--- src/rtl/baud_pkg.sv ---
// Shared baud-generator constants: divisor widths, default oversample, standard rates.
// Latency: n/a (constants only).
// Backpressure: n/a.
package baud_pkg;

  localparam int DEFAULT_DIV_INT_W  = 16;
  localparam int DEFAULT_FRAC_W     = 8;
  localparam int DEFAULT_OVERSAMPLE = 16;

  // Integer divisors below this are clamped up; a 1-clk period cannot produce a pulse.
  localparam int MIN_DIV_INT = 2;

  typedef struct packed {
    logic [DEFAULT_DIV_INT_W-1:0] div_int;
    logic [DEFAULT_FRAC_W-1:0]    div_frac;
  } baud_div_t;

  // 100 MHz clock, x16 oversample: divisor = 1e8 / (16 * baud), fraction in 1/256 units.
  localparam baud_div_t BAUD_600    = '{div_int: 16'd10416, div_frac: 8'd171};
  localparam baud_div_t BAUD_1200   = '{div_int: 16'd5208,  div_frac: 8'd85};
  localparam baud_div_t BAUD_2400   = '{div_int: 16'd2604,  div_frac: 8'd43};
  localparam baud_div_t BAUD_4800   = '{div_int: 16'd1302,  div_frac: 8'd21};
  localparam baud_div_t BAUD_9600   = '{div_int: 16'd651,   div_frac: 8'd11};
  localparam baud_div_t BAUD_19200  = '{div_int: 16'd325,   div_frac: 8'd133};
  localparam baud_div_t BAUD_38400  = '{div_int: 16'd162,   div_frac: 8'd195};
  localparam baud_div_t BAUD_57600  = '{div_int: 16'd108,   div_frac: 8'd130};
  localparam baud_div_t BAUD_115200 = '{div_int: 16'd54,    div_frac: 8'd65};

endpackage

--- src/rtl/baud_gen_frac.sv ---
// Fractional baud generator: oversample tick every div_int(+1) clk, bit_tick every OVERSAMPLE ticks.
// Latency: tick/bit_tick are registered, high the clk after the terminal count; new divisor lands at a period boundary.
// Backpressure: none; enable=0 freezes the phase, resync restarts it.
module baud_gen_frac
  import baud_pkg::*;
#(
  parameter int DIV_INT_W      = DEFAULT_DIV_INT_W,
  parameter int FRAC_W         = DEFAULT_FRAC_W,
  parameter int OVERSAMPLE     = DEFAULT_OVERSAMPLE,
  parameter int RESET_DIV_INT  = 651,
  parameter int RESET_DIV_FRAC = 11
) (
  input  logic                 clk,
  input  logic                 reset,
  input  logic                 enable,
  input  logic                 resync,
  input  logic                 div_wr,
  input  logic [DIV_INT_W-1:0] div_int_in,
  input  logic [FRAC_W-1:0]    div_frac_in,
  output logic                 div_pending,
  output logic                 tick,
  output logic                 bit_tick
);

  localparam int                   SUB_W    = $clog2(OVERSAMPLE);
  localparam logic [SUB_W-1:0]     SUB_LAST = SUB_W'(OVERSAMPLE - 1);
  localparam logic [DIV_INT_W-1:0] DIV_MIN  = DIV_INT_W'(MIN_DIV_INT);

  logic [DIV_INT_W-1:0] cnt_q, cnt_d;
  logic [FRAC_W-1:0]    acc_q, acc_d;
  logic                 extra_q, extra_d;
  logic [SUB_W-1:0]     sub_q, sub_d;
  logic [DIV_INT_W-1:0] div_int_q, div_int_d;
  logic [FRAC_W-1:0]    div_frac_q, div_frac_d;
  logic [DIV_INT_W-1:0] shd_int_q, shd_int_d;
  logic [FRAC_W-1:0]    shd_frac_q, shd_frac_d;
  logic                 pend_q, pend_d;
  logic                 tick_q, tick_d;
  logic                 bit_tick_q, bit_tick_d;

  logic [DIV_INT_W-1:0] eff_int;
  logic [DIV_INT_W:0]   period_m1;
  logic                 at_term;
  logic [FRAC_W:0]      acc_sum;

  // Period length is the clamped integer divisor plus the carry earned by the previous period.
  // The >= compare keeps the counter from running away if a smaller divisor lands mid-period.
  assign eff_int   = (div_int_q < DIV_MIN) ? DIV_MIN : div_int_q;
  assign period_m1 = {1'b0, eff_int} + {{DIV_INT_W{1'b0}}, extra_q} - {{DIV_INT_W{1'b0}}, 1'b1};
  assign at_term   = ({1'b0, cnt_q} >= period_m1);
  assign acc_sum   = {1'b0, acc_q} + {1'b0, div_frac_q};

  // Next-state: resync beats divisor apply beats counting; a write always lands in the shadow.
  always_comb begin
    cnt_d      = cnt_q;
    acc_d      = acc_q;
    extra_d    = extra_q;
    sub_d      = sub_q;
    div_int_d  = div_int_q;
    div_frac_d = div_frac_q;
    shd_int_d  = shd_int_q;
    shd_frac_d = shd_frac_q;
    pend_d     = pend_q;
    tick_d     = 1'b0;
    bit_tick_d = 1'b0;

    if (resync) begin
      cnt_d   = '0;
      acc_d   = '0;
      extra_d = 1'b0;
      sub_d   = '0;
      if (pend_q) begin
        div_int_d  = shd_int_q;
        div_frac_d = shd_frac_q;
        pend_d     = 1'b0;
      end
    end else if (pend_q && !enable) begin
      // Idle generator has no boundary to wait for, so swap the divisor straight away.
      div_int_d  = shd_int_q;
      div_frac_d = shd_frac_q;
      acc_d      = '0;
      extra_d    = 1'b0;
      pend_d     = 1'b0;
    end else if (enable) begin
      if (at_term) begin
        tick_d = 1'b1;
        cnt_d  = '0;
        if (sub_q == SUB_LAST) begin
          sub_d      = '0;
          bit_tick_d = 1'b1;
        end else begin
          sub_d = sub_q + SUB_W'(1);
        end
        if (pend_q) begin
          div_int_d  = shd_int_q;
          div_frac_d = shd_frac_q;
          acc_d      = '0;
          extra_d    = 1'b0;
          pend_d     = 1'b0;
        end else begin
          acc_d   = acc_sum[FRAC_W-1:0];
          extra_d = acc_sum[FRAC_W];
        end
      end else begin
        cnt_d = cnt_q + DIV_INT_W'(1);
      end
    end

    if (div_wr) begin
      shd_int_d  = div_int_in;
      shd_frac_d = div_frac_in;
      pend_d     = 1'b1;
    end
  end

  // State and output registers with synchronous reset to the default divisor.
  always_ff @(posedge clk) begin
    if (reset) begin
      cnt_q      <= '0;
      acc_q      <= '0;
      extra_q    <= 1'b0;
      sub_q      <= '0;
      div_int_q  <= DIV_INT_W'(RESET_DIV_INT);
      div_frac_q <= FRAC_W'(RESET_DIV_FRAC);
      shd_int_q  <= DIV_INT_W'(RESET_DIV_INT);
      shd_frac_q <= FRAC_W'(RESET_DIV_FRAC);
      pend_q     <= 1'b0;
      tick_q     <= 1'b0;
      bit_tick_q <= 1'b0;
    end else begin
      cnt_q      <= cnt_d;
      acc_q      <= acc_d;
      extra_q    <= extra_d;
      sub_q      <= sub_d;
      div_int_q  <= div_int_d;
      div_frac_q <= div_frac_d;
      shd_int_q  <= shd_int_d;
      shd_frac_q <= shd_frac_d;
      pend_q     <= pend_d;
      tick_q     <= tick_d;
      bit_tick_q <= bit_tick_d;
    end
  end

  assign div_pending = pend_q;
  assign tick        = tick_q;
  assign bit_tick    = bit_tick_q;

endmodule
--- config.mk ---
export PLATFORM = sky130hd
export DESIGN_NAME = baud_gen_frac
export DESIGN_NICKNAME = d
export VERILOG_FILES = /design/src/rtl/baud_pkg.sv /design/src/rtl/baud_gen_frac.sv
export SDC_FILE = /design/constraint.sdc
export NUM_CORES = 1
export LEC_CHECK = 0
export ABC_AREA = 0
export CAP_MARGIN = 20
export CELL_PAD_IN_SITES_DETAIL_PLACEMENT = 1
export CELL_PAD_IN_SITES_GLOBAL_PLACEMENT = 2
export CORE_UTILIZATION = 37
export DETAILED_ROUTE_END_ITERATION = 12
export GPL_ROUTABILITY_DRIVEN = 0
export MAX_ROUTING_LAYER = met4
export PLACE_DENSITY_LB_ADDON = 0.1
export SLEW_MARGIN = 5
export SYNTH_ARGS = -nofsm -noshare
export SYNTH_HDL_FRONTEND = slang
export SYNTH_SLANG_ARGS = --single-unit
--- constraint.sdc ---
create_clock -name clk -period 5.9 [get_ports clk]
set_input_delay 1.18 -clock clk [delete_from_list [all_inputs] [get_ports clk]]
set_output_delay 1.18 -clock clk [all_outputs]
set_load 0.03 [all_outputs]
# ---- Word-level counts from Yosys, hierarchy flattened
# Cells that the tools add are included.
dict set report word_totals {
  register_bits 80
  elab_cells 59
  output_inout_bits 3
}
dict set report op_classes {
  magnitude_cmp 2
  n_addsub 5
  n_bitwise 3
  n_reduce_logical 15
  n_eq_ne 1
  muxes 22
}
# op count
set ops {}
lappend ops {{two-way mux 16 bit} 7}
lappend ops {{two-way mux 8 bit} 6}
lappend ops {{adder 16 x 1 -> 17 bit} 1}
lappend ops {{>= comparator 16 x 17 -> 1 bit} 1}
lappend ops {{subtractor 17 x 1 -> 17 bit (second input constant)} 1}
lappend ops {{adder 16 x 1 -> 16 bit (second input constant)} 1}
lappend ops {{< comparator 16 x 2 -> 1 bit (second input constant)} 1}
lappend ops {{adder 8 x 8 -> 9 bit} 1}
lappend ops {{two-way mux 1 bit} 8}
lappend ops {{AND reduction 2 bit} 4}
lappend ops {{nonzero test 4 bit} 2}
lappend ops {{nonzero test 3 bit} 2}
lappend ops {{OR reduction 5 bit} 1}
lappend ops {{adder 4 x 1 -> 4 bit (second input constant)} 1}
lappend ops {{equality test 4 bit (second input constant)} 1}
lappend ops {{two-way mux 4 bit} 1}
lappend ops {{OR reduction 4 bit} 1}
lappend ops {{inverter 1 bit} 3}
lappend ops {{AND reduction 3 bit} 1}
lappend ops {{OR reduction 3 bit} 1}
lappend ops {{OR reduction 2 bit} 1}
lappend ops {{logical AND 1 bit} 1}
lappend ops {{logical NOT 1 bit} 1}

# ---- Depth between registers and ports, before layout
# Gate-level depths: netlist of the first run.
dict set report depth {
  ltp_word 10
  depth_mapped 22
  ltp_nobuf 19
}

# ---- Least setup slack after synthesis of the first run
# No wires, ideal clock.
dict set report synth_timing {
  kind {reg-to-reg}
  startpoint {register with a tool-made name}
  endpoint {register with a tool-made name}
  arrival_ns 4.089
  setup_ns 0.120
  synth_period_minus_slack_ns 4.208
  required_ns 5.780
  setup_slack_ns 1.692
  path_stages_with_launch 23
  path_cell_list {dfxtp_1 > or4_4 > nor4_4 > and2_1 > nand2_1 > o21ai_0 > ha_1 > ha_1 > and2_1 > clkbuf_1 > nand2_1 > nor4_1 > xnor2_1 > ha_1 > nand3_1 > inv_1 > a221oi_1 > o21ai_1 > o21ai_2 > a21boi_1 > buf_2 > buf_6 > mux2i_1}
}

==> impl_metrics.ini, run 1 <==
[route]
first_pass_iters = 4
drc_errors = 0
drt_iter0_markers = 155
routed_wl_um = 9297
vias_per_cell = 5.087
routedWlPerCell_um = 14.73
num_vias = 3210
antenna_left = 0

[clock_tree]
postCtsResizedCells = 0
numCtsBuffers = 9
cts_setup_buffers = 0
cts_sinks = 80
cts.hold.buffers_added = 0
clk_pin_slew_ns = 0.06
cts_root_buf = clkbuf_16
cts_tree = yes
clock_path_buffers = 2
insertion_delay_ns = 0.34
htreeDepth = 3

[worst_setup_path]
crit_top_cell = ha_1
cp.required_ns = 6.17
slowest_delay_ns = 0.57
crit_path_end_kind = register
crit_chain = or4_4, nor4_4, and2_1, nand2_1, o21ai_0, ha_1, ha_1, and2_1, nand2_1, nor4_1, xnor2_1, ha_1, nand3_1, inv_1, a221oi_1, o21ai_1, o21bai_4, nand2_2, nor2_1
cp_top_family = simple AND/OR/NAND/NOR gates
critPathBufInv = 1
cp_slowest_cell = or4_4
worstPathArrival_ns = 5.12
cp_max_fo = 24
critPathKind = register to register
crit_path_start_kind = register

[floorplanning]
die_area_um2 = 11760
rows = 38
io_pins = 32
die_height_um = 108.4
core_um2 = 10940
die_x_um = 108.4
initial_core_util_pct = 38.33

[logic_synthesis]
async_flop_share_pct = 0
avgSynthCellArea_um2 = 9.073
syn_inst = 462
synth_warnings = 0
ys_ff_latch = 80
synth_nets = 520
synth_cell_type_count = 53
synth-edff-count = 0
syn-cell-area_um2 = 4192
ys_seq_area_share_pct = 38.21
ys.flop_type = dfxtp_1

[pwr]
peakVddDrop_uv = 136.6
power.density_nw_per_um2 = 242.6
p_leak_nw = 1.877

[placement]
dp.cells = 615
hpwl_um = 6796
port_buffers = 31
pre_cts_ws_ns = 1.006

[timing]
min_period_ns = 4.847
fin_worst_skew_ns = 0.005554
worst_slew_pin_slew_ns = 0.6586
setup_slack_ns = 1.053
finalHoldViolations = 0
fmax_mhz = 206.3
finalCritPeriodShare_pct = 82.15
maxSlewViolCount = 0
tns_ns = 0
slew_headroom_pct = 56.10
rsz0062_at_grt = false
setup_viol = 0

[grt]
antenna_found_initial = 0
grt_use_total_pct = 17.90
grt_overflow = 0
grt_pass1_wl_um = 15730
grt_max_degree = 76
first_global_vias = 3235

[finish]
finalNetCount = 544
diodes = 0
final_cell_mix = dfxtp_1, nor2_1, mux2i_1
final_common_cell = dfxtp_1
stdcell_count = 631
syn_to_final_growth_pct = 16.09
n_fill_cell = 1280
drive_gt1_share_pct = 6.314

[outcome]
status = completed

[job]
cap_violations = 0

[hold_path]
hold_path.class = register to register
tightest hold or removal path: stages (launching register included):
cell     delay, ns
dfxtp_1       0.31
nand2_1       0.05
a21oi_1       0.05
layout make-up:
cell class	count	area, µm²	area share [%]
multi-input combinational	354	2460	50.55
timing repair buffer	34	327.8	6.737
clock inverter	4	28.78	0.5914
clock buffer	12	246.5	5.066
inverter	7	26.28	0.5400
sequential	80	1602	32.91
tap	140	175.2	3.600
through the flow:
step                      total power [mW]  hold slack, ns  util [%]  cell area, µm²
after floorplan                     0.6379          0.4332         -            4192
final                                1.180          0.4595     44.50            4866
after detailed placement            0.6738          0.4588     41.98            4591
after global placement              0.6710          0.4487     41.98            4591
after global routing                 1.236          0.4948     44.50            4866
after CTS                            1.204          0.4673     44.50            4866
synth_stat cells (2+ instances only):
| cell | instances | area (µm²) |
|---|---|---|
| nand2_1 | 27 | 101.4 |
| o211ai_1 | 2 | 15.01 |
| or2_2 | 3 | 18.77 |
| a21oi_1 | 17 | 85.08 |
| nand2b_1 | 32 | 200.2 |
| buf_2 | 2 | 10.01 |
| nor2b_1 | 10 | 62.56 |
| a211o_1 | 10 | 87.58 |
| nor2_1 | 66 | 247.7 |
| and2_1 | 3 | 18.77 |
| nor4_1 | 2 | 12.51 |
| o21ai_1 | 7 | 35.03 |
| ha_1 | 28 | 350.3 |
| and3_1 | 2 | 12.51 |
| nand4_1 | 10 | 62.56 |
| o21ai_0 | 6 | 30.03 |
| dfxtp_1 | 80 | 1602 |
| o21a_1 | 2 | 15.01 |
| clkbuf_1 | 13 | 48.80 |
| xor2_1 | 18 | 157.7 |
| inv_1 | 7 | 26.28 |
| xnor2_1 | 11 | 96.34 |
| nor3_1 | 8 | 40.04 |
| nand3b_1 | 3 | 22.52 |
| or3_1 | 2 | 12.51 |
| buf_6 | 4 | 45.04 |
| nand3_1 | 16 | 80.08 |
| a211oi_1 | 2 | 15.01 |
| nand2_2 | 2 | 12.51 |
| a21o_1 | 4 | 30.03 |
| mux2i_1 | 41 | 410.4 |
path summary, 6_finish.rpt:
| path | start | slack, ns | cells past startpoint | to |
|---|---|---|---|---|
| setup reg to reg | register | 1.05 | 19 | cnt_q[11]$_SDFFE_PP0P_ |
| hold reg to reg | acc_q[6]$_SDFFE_PP0P_ | 0.46 | 2 | acc_q[6]$_SDFFE_PP0P_ |
| hold / removal | acc_q[6]$_SDFFE_PP0P_ | 0.46 | 2 | acc_q[6]$_SDFFE_PP0P_ |
| setup / recovery | register | 1.05 | 19 | cnt_q[11]$_SDFFE_PP0P_ |
where the power goes:
group	switching [mW]	internal (mW)
sequential	0.0123	0.556
combinational	0.0444	0.0481
clock	0.222	0.297
routing by layer:
layer,global-route usage [%],vias to the layer above,wire length (µm)
li1,-,1656,-
met1,24.48,1498,4923
met2,25.54,45,3948
met3,3.074,11,267
met4,8.108,0,158
met5,-,-,0
kinds of logic after synthesis:
kind of cell             synth area share, %
AO/OA/AOI/OAI                          10.30
XOR/XNOR                               6.060
adder cells (fa/ha/maj)                8.836
buffers and inverters                  3.373
flip-flops                             38.21
multiplexers                           9.791
AND/OR/NAND/NOR                        23.43
Power figures use the tool's default switching activity.
==> run 2, diff against run 1 <==
==> constraint.sdc (replaced) <==
create_clock -name clk -period 4.5 [get_ports clk]
set_input_delay 0.9 -clock clk [delete_from_list [all_inputs] [get_ports clk]]
set_output_delay 0.9 -clock clk [all_outputs]
set_load 0.03 [all_outputs]
==> impl_metrics.ini, run 2 (synthesis gave the netlist of run 1 again) <==
[pwr]
netSwitchingPower_mw = 0.3830
sequentialPowerShare_pct = 43.1
power_frac_comb_pct = 8.1
power.internal_mw = 1.345
power.density_nw_per_um2 = 321.6
sw_frac_of_total_pct = 22.17
p_leak_nw = 2.103
peakVddDrop_uv = 197.0
p_clk_share_pct = 48.9

[timing]
fin_worst_skew_ns = 0.006127
worst_slew_pin_slew_ns = 0.6509
finalCritPeriodShare_pct = 96.57
setup_viol = 0
fmax_mhz = 230.1
rsz0062_at_grt = true
slew_headroom_pct = 56.61
min_period_ns = 4.345
setup_slack_ns = 0.1546
finalHoldViolations = 0
maxSlewViolCount = 0

[floorplanning]
die_x_um = 108.4
core_um2 = 10940
die_height_um = 108.4
die_area_um2 = 11760
rows = 38
initial_core_util_pct = 38.33
io_pins = 32

[route]
drc_errors = 0
first_pass_iters = 4
vias_per_cell = 5.094
drt_iter0_markers = 135
routed_wl_um = 10350
antenna_left = 0
num_vias = 3357
routedWlPerCell_um = 15.71

[outcome]
status = completed

[grt]
antenna_found_initial = 0
first_global_vias = 3236
grt_pass1_wl_um = 16070
grt_use_total_pct = 18.36
grt_overflow = 0
grt_max_degree = 74

[clock_tree]
clock_path_buffers = 2
cts_tree = yes
clk_pin_slew_ns = 0.06
cts.hold.buffers_added = 0
insertion_delay_ns = 0.35
cts_sinks = 80
numCtsBuffers = 9
cts_root_buf = clkbuf_16
htreeDepth = 3

[finish]
syn_to_final_growth_pct = 28.15
stdcell_count = 659
final_cell_mix = dfxtp_1, nor2_1, mux2i_1
drive_gt1_share_pct = 16.38
final_common_cell = dfxtp_1
fin_util_pct = 49.12
diodes = 0
finalNetCount = 572

[placement]
port_buffers = 31
hpwl_um = 6857
dp.cells = 620
pre_cts_ws_ns = -0.08753

[worst_setup_path]
slowest_delay_ns = 0.57
critPathBufInv = 2
crit_path_start_kind = register
crit_chain = or4_4, nor4_4, and2_4, nand2_2, o21ai_2, ha_2, nand3b_1, nor2_2, buf_4, nand3b_1, xor2_2, ha_1, nand4_1, nor2_2, nand4_1, nand3_4, o21ai_4, a21boi_4, clkbuf_16, mux2i_1
cp.required_ns = 4.77
cp_top_family = simple AND/OR/NAND/NOR gates
worstPathArrival_ns = 4.62
crit_path_end_kind = register
critPathKind = register to register
cp_max_fo = 6
cp_slowest_cell = or4_4

[job]
cap_violations = 0

[hold_path]
hold_path.class = register to register
run 2: what timing repair did:
action	in CTS	in global routing
setup buffers	3	16
cloned	1	3
pin swaps	1	16
hold endpoints to repair	0	0
gates resized for setup	3	33
endpoints found under the setup margin	46	56
run 2: metal layers:
metal,part of all wire (%),track usage [%],wire [µm],up-vias
met5,0,-,0,-
met4,1.6,7.819,165,0
met3,2.0,3.436,203,13
met2,46,26.04,4779,39
met1,50,25.26,5201,1595
li1,-,-,-,1710
run 2: worst min-delay path, cell delays in order (launching register included):
cell	delay [ns]
dfxtp_1	0.32
nand2_1	0.06
a21oi_1	0.05
run 2: cell type report:
cell class	count	area, µm²
clock inverters	7	118.9
repair buffers	61	594.3
well taps	140	175.2
flip-flops and latches	80	1607
clock buffers	9	225.2
inverters	7	26.28
fillers	1228	5564
multi-input cells	355	2625
run 2: through the flow:
step / hold slack (ns) / TNS, ns / power (mW) / area, µm²
after floorplan: 0.4332 / 0 / 0.8364 / 4192
after detailed placement: 0.4635 / -1.522 / 0.8847 / 4641
after global placement: 0.4507 / 0 / 0.8822 / 4641
after global routing: 0.4862 / -6.119 / 1.798 / 5371
after CTS: 0.4738 / 0 / 1.741 / 5034
final: 0.4730 / 0 / 1.728 / 5371
run 2: final timing paths:
kind / start / to / slack [ns] / cells after the start
setup / recovery: register / register / 0.15 / 20
hold / removal: acc_q[6]$_SDFFE_PP0P_ / acc_q[6]$_SDFFE_PP0P_ / 0.47 / 2
setup reg to reg: register / register / 0.15 / 20
hold reg to reg: acc_q[6]$_SDFFE_PP0P_ / acc_q[6]$_SDFFE_PP0P_ / 0.47 / 2
run 2: power by group through the flow:
stage	registers [mW]	clock network, mW	logic [mW]
after floorplan	0.755	0	0.0813
after global placement	0.759	0	0.123
after detailed placement	0.760	0	0.125
after CTS	0.744	0.870	0.127
after global routing	0.747	0.899	0.153
final	0.744	0.844	0.140
==> run 3, diff against run 2 <==
--- a/config.mk
+++ b/config.mk
@@ -9,6 +9,7 @@
 export CAP_MARGIN = 20
 export CELL_PAD_IN_SITES_DETAIL_PLACEMENT = 1
 export CELL_PAD_IN_SITES_GLOBAL_PLACEMENT = 2
+export CORE_ASPECT_RATIO = 2
 export CORE_UTILIZATION = 37
 export DETAILED_ROUTE_END_ITERATION = 12
 export GPL_ROUTABILITY_DRIVEN = 0
==> impl_metrics.ini, run 3 (synthesis gave the netlist of run 1 again) <==
[outcome]
status = completed

[clock_tree]
cts_root_buf = clkbuf_16
clk_pin_slew_ns = 0.06
htreeDepth = 3
insertion_delay_ns = 0.34
cts_sinks = 80
cts_tree = yes
cts.hold.buffers_added = 0
numCtsBuffers = 9
clock_path_buffers = 2

[worst_setup_path]
worstPathArrival_ns = 4.58
crit_chain = or4_4, nor4_4, and2_4, nand2_1, o21ai_2, ha_4, ha_4, and2_1, nand2_1, nor3_2, xnor2_1, ha_1, nand3_1, nor2_4, nand4_1, nand3_2, o21bai_4, buf_4, or3_1, a21oi_2
reg2reg_slack_ns = 0.20
cp_top_family = simple AND/OR/NAND/NOR gates
cp_slowest_cell = or4_4
r2r_cells = 20
cp_max_fo = 6
crit_path_start_kind = register
cp.required_ns = 4.78
critPathKind = register to register
reg2reg_to = acc_q[6]$_SDFFE_PP0P_
crit_path_end_kind = register
critPathBufInv = 1
slowest_delay_ns = 0.59

[route]
vias_per_cell = 5.102
antenna_left = 0
first_pass_iters = 4
num_vias = 3291
routed_wl_um = 9668
routedWlPerCell_um = 14.99
drt_iter0_markers = 64
drc_errors = 0

[pwr]
power.density_nw_per_um2 = 322.5
p_leak_nw = 1.985
peakVddDrop_uv = 225.1

[grt]
grt_pass1_wl_um = 16040
first_global_vias = 3399
antenna_found_initial = 0
grt_max_degree = 73
grt_use_total_pct = 17.93
grt_overflow = 0

[hold_path]
hold_depth = 2
hold_path.class = register to register
min_to = acc_q[0]$_SDFFE_PP0P_
worstHoldStart = acc_q[0]$_SDFFE_PP0P_

[timing]
fin_worst_skew_ns = 0.006905
finalHoldViolations = 0
slew_headroom_pct = 58.69
min_period_ns = 4.305
finalCritPeriodShare_pct = 95.66
holdWs_ns = 0.4657
fmax_mhz = 232.3
worst_slew_pin_slew_ns = 0.6197
setup_viol = 0
maxSlewViolCount = 0

[finish]
syn_to_final_growth_pct = 22.93
final_common_cell = dfxtp_1
finalNetCount = 558
final_cell_mix = dfxtp_1, nor2_1, mux2i_1
n_fill_cell = 1279
design_area_um2 = 5152
diodes = 0
drive_gt1_share_pct = 13.07

[floorplanning]
die_height_um = 152.5
rows = 54
core_um2 = 10950
io_pins = 32
die_area_um2 = 11780
initial_core_util_pct = 38.29
die_x_um = 77.26

[job]
cap_violations = 0

[placement]
port_buffers = 31
place_area_um2 = 4633
hpwl_um = 7100
-- run 3: tightest hold or removal path: stages (launching register included) --
cell and delay [ns]:
dfxtp_1 0.32, nand3_1 0.06, o21ai_1 0.05
-- run 3: repair_timing --
action | CTS | global route
gates resized for setup | 13 | 14
setup buffers | 3 | 6
pin swaps | 3 | 10
endpoints found under the setup margin | 51 | 54
-- run 3: stage by stage --
stage	utilization (%)	setup slack [ns]	power, mW	instances	TNS [ns]
after floorplan	-	0.2916	0.8364	462	0
after global placement	42.33	0.06354	0.8798	620	0
after detailed placement	42.33	-0.1506	0.8828	620	-4.882
after CTS	45.92	0.02555	1.686	639	0
after global routing	47.07	-0.005200	1.730	645	-0.005200
final	47.07	0.1955	1.662	645	0
-- run 3: cell type report --
cell class	instances	area [µm²]	area share [%]
tap	140	175.2	3.400
sequential	80	1605	31.16
timing repair buffer	48	457.9	8.888
multi-input combinational	354	2566	49.81
inverter	7	26.28	0.5100
clock inverter	6	92.59	1.797
clock buffer	10	229.0	4.444
-- run 3: routing by layer --
layer | global-route usage, % | vias up | wire (µm)
li1 | - | 1684 | -
met1 | 18.95 | 1545 | 3998
met2 | 31.82 | 50 | 5277
met3 | 3.473 | 12 | 206
met4 | 7.547 | 0 | 185
met5 | - | - | 0
-- run 3: worst max-delay path by stage --
stage | from | to | cells past startpoint
final | register | acc_q[6]$_SDFFE_PP0P_ | 20
after global routing | register | acc_q[7]$_SDFFE_PP0P_ | 20
after CTS | register | acc_q[6]$_SDFFE_PP0P_ | 20
after detailed placement | register | cnt_q[8]$_SDFFE_PP0P_ | 17
after global placement | register | extra_q$_SDFFE_PP0P_ | 17
after floorplan | register | register | 22
-- run 3: power by group --
part | internal, mW | switching [mW]
Sequential | 0.728 | 0.0154
Clock | 0.489 | 0.304
Combinational | 0.0664 | 0.0589
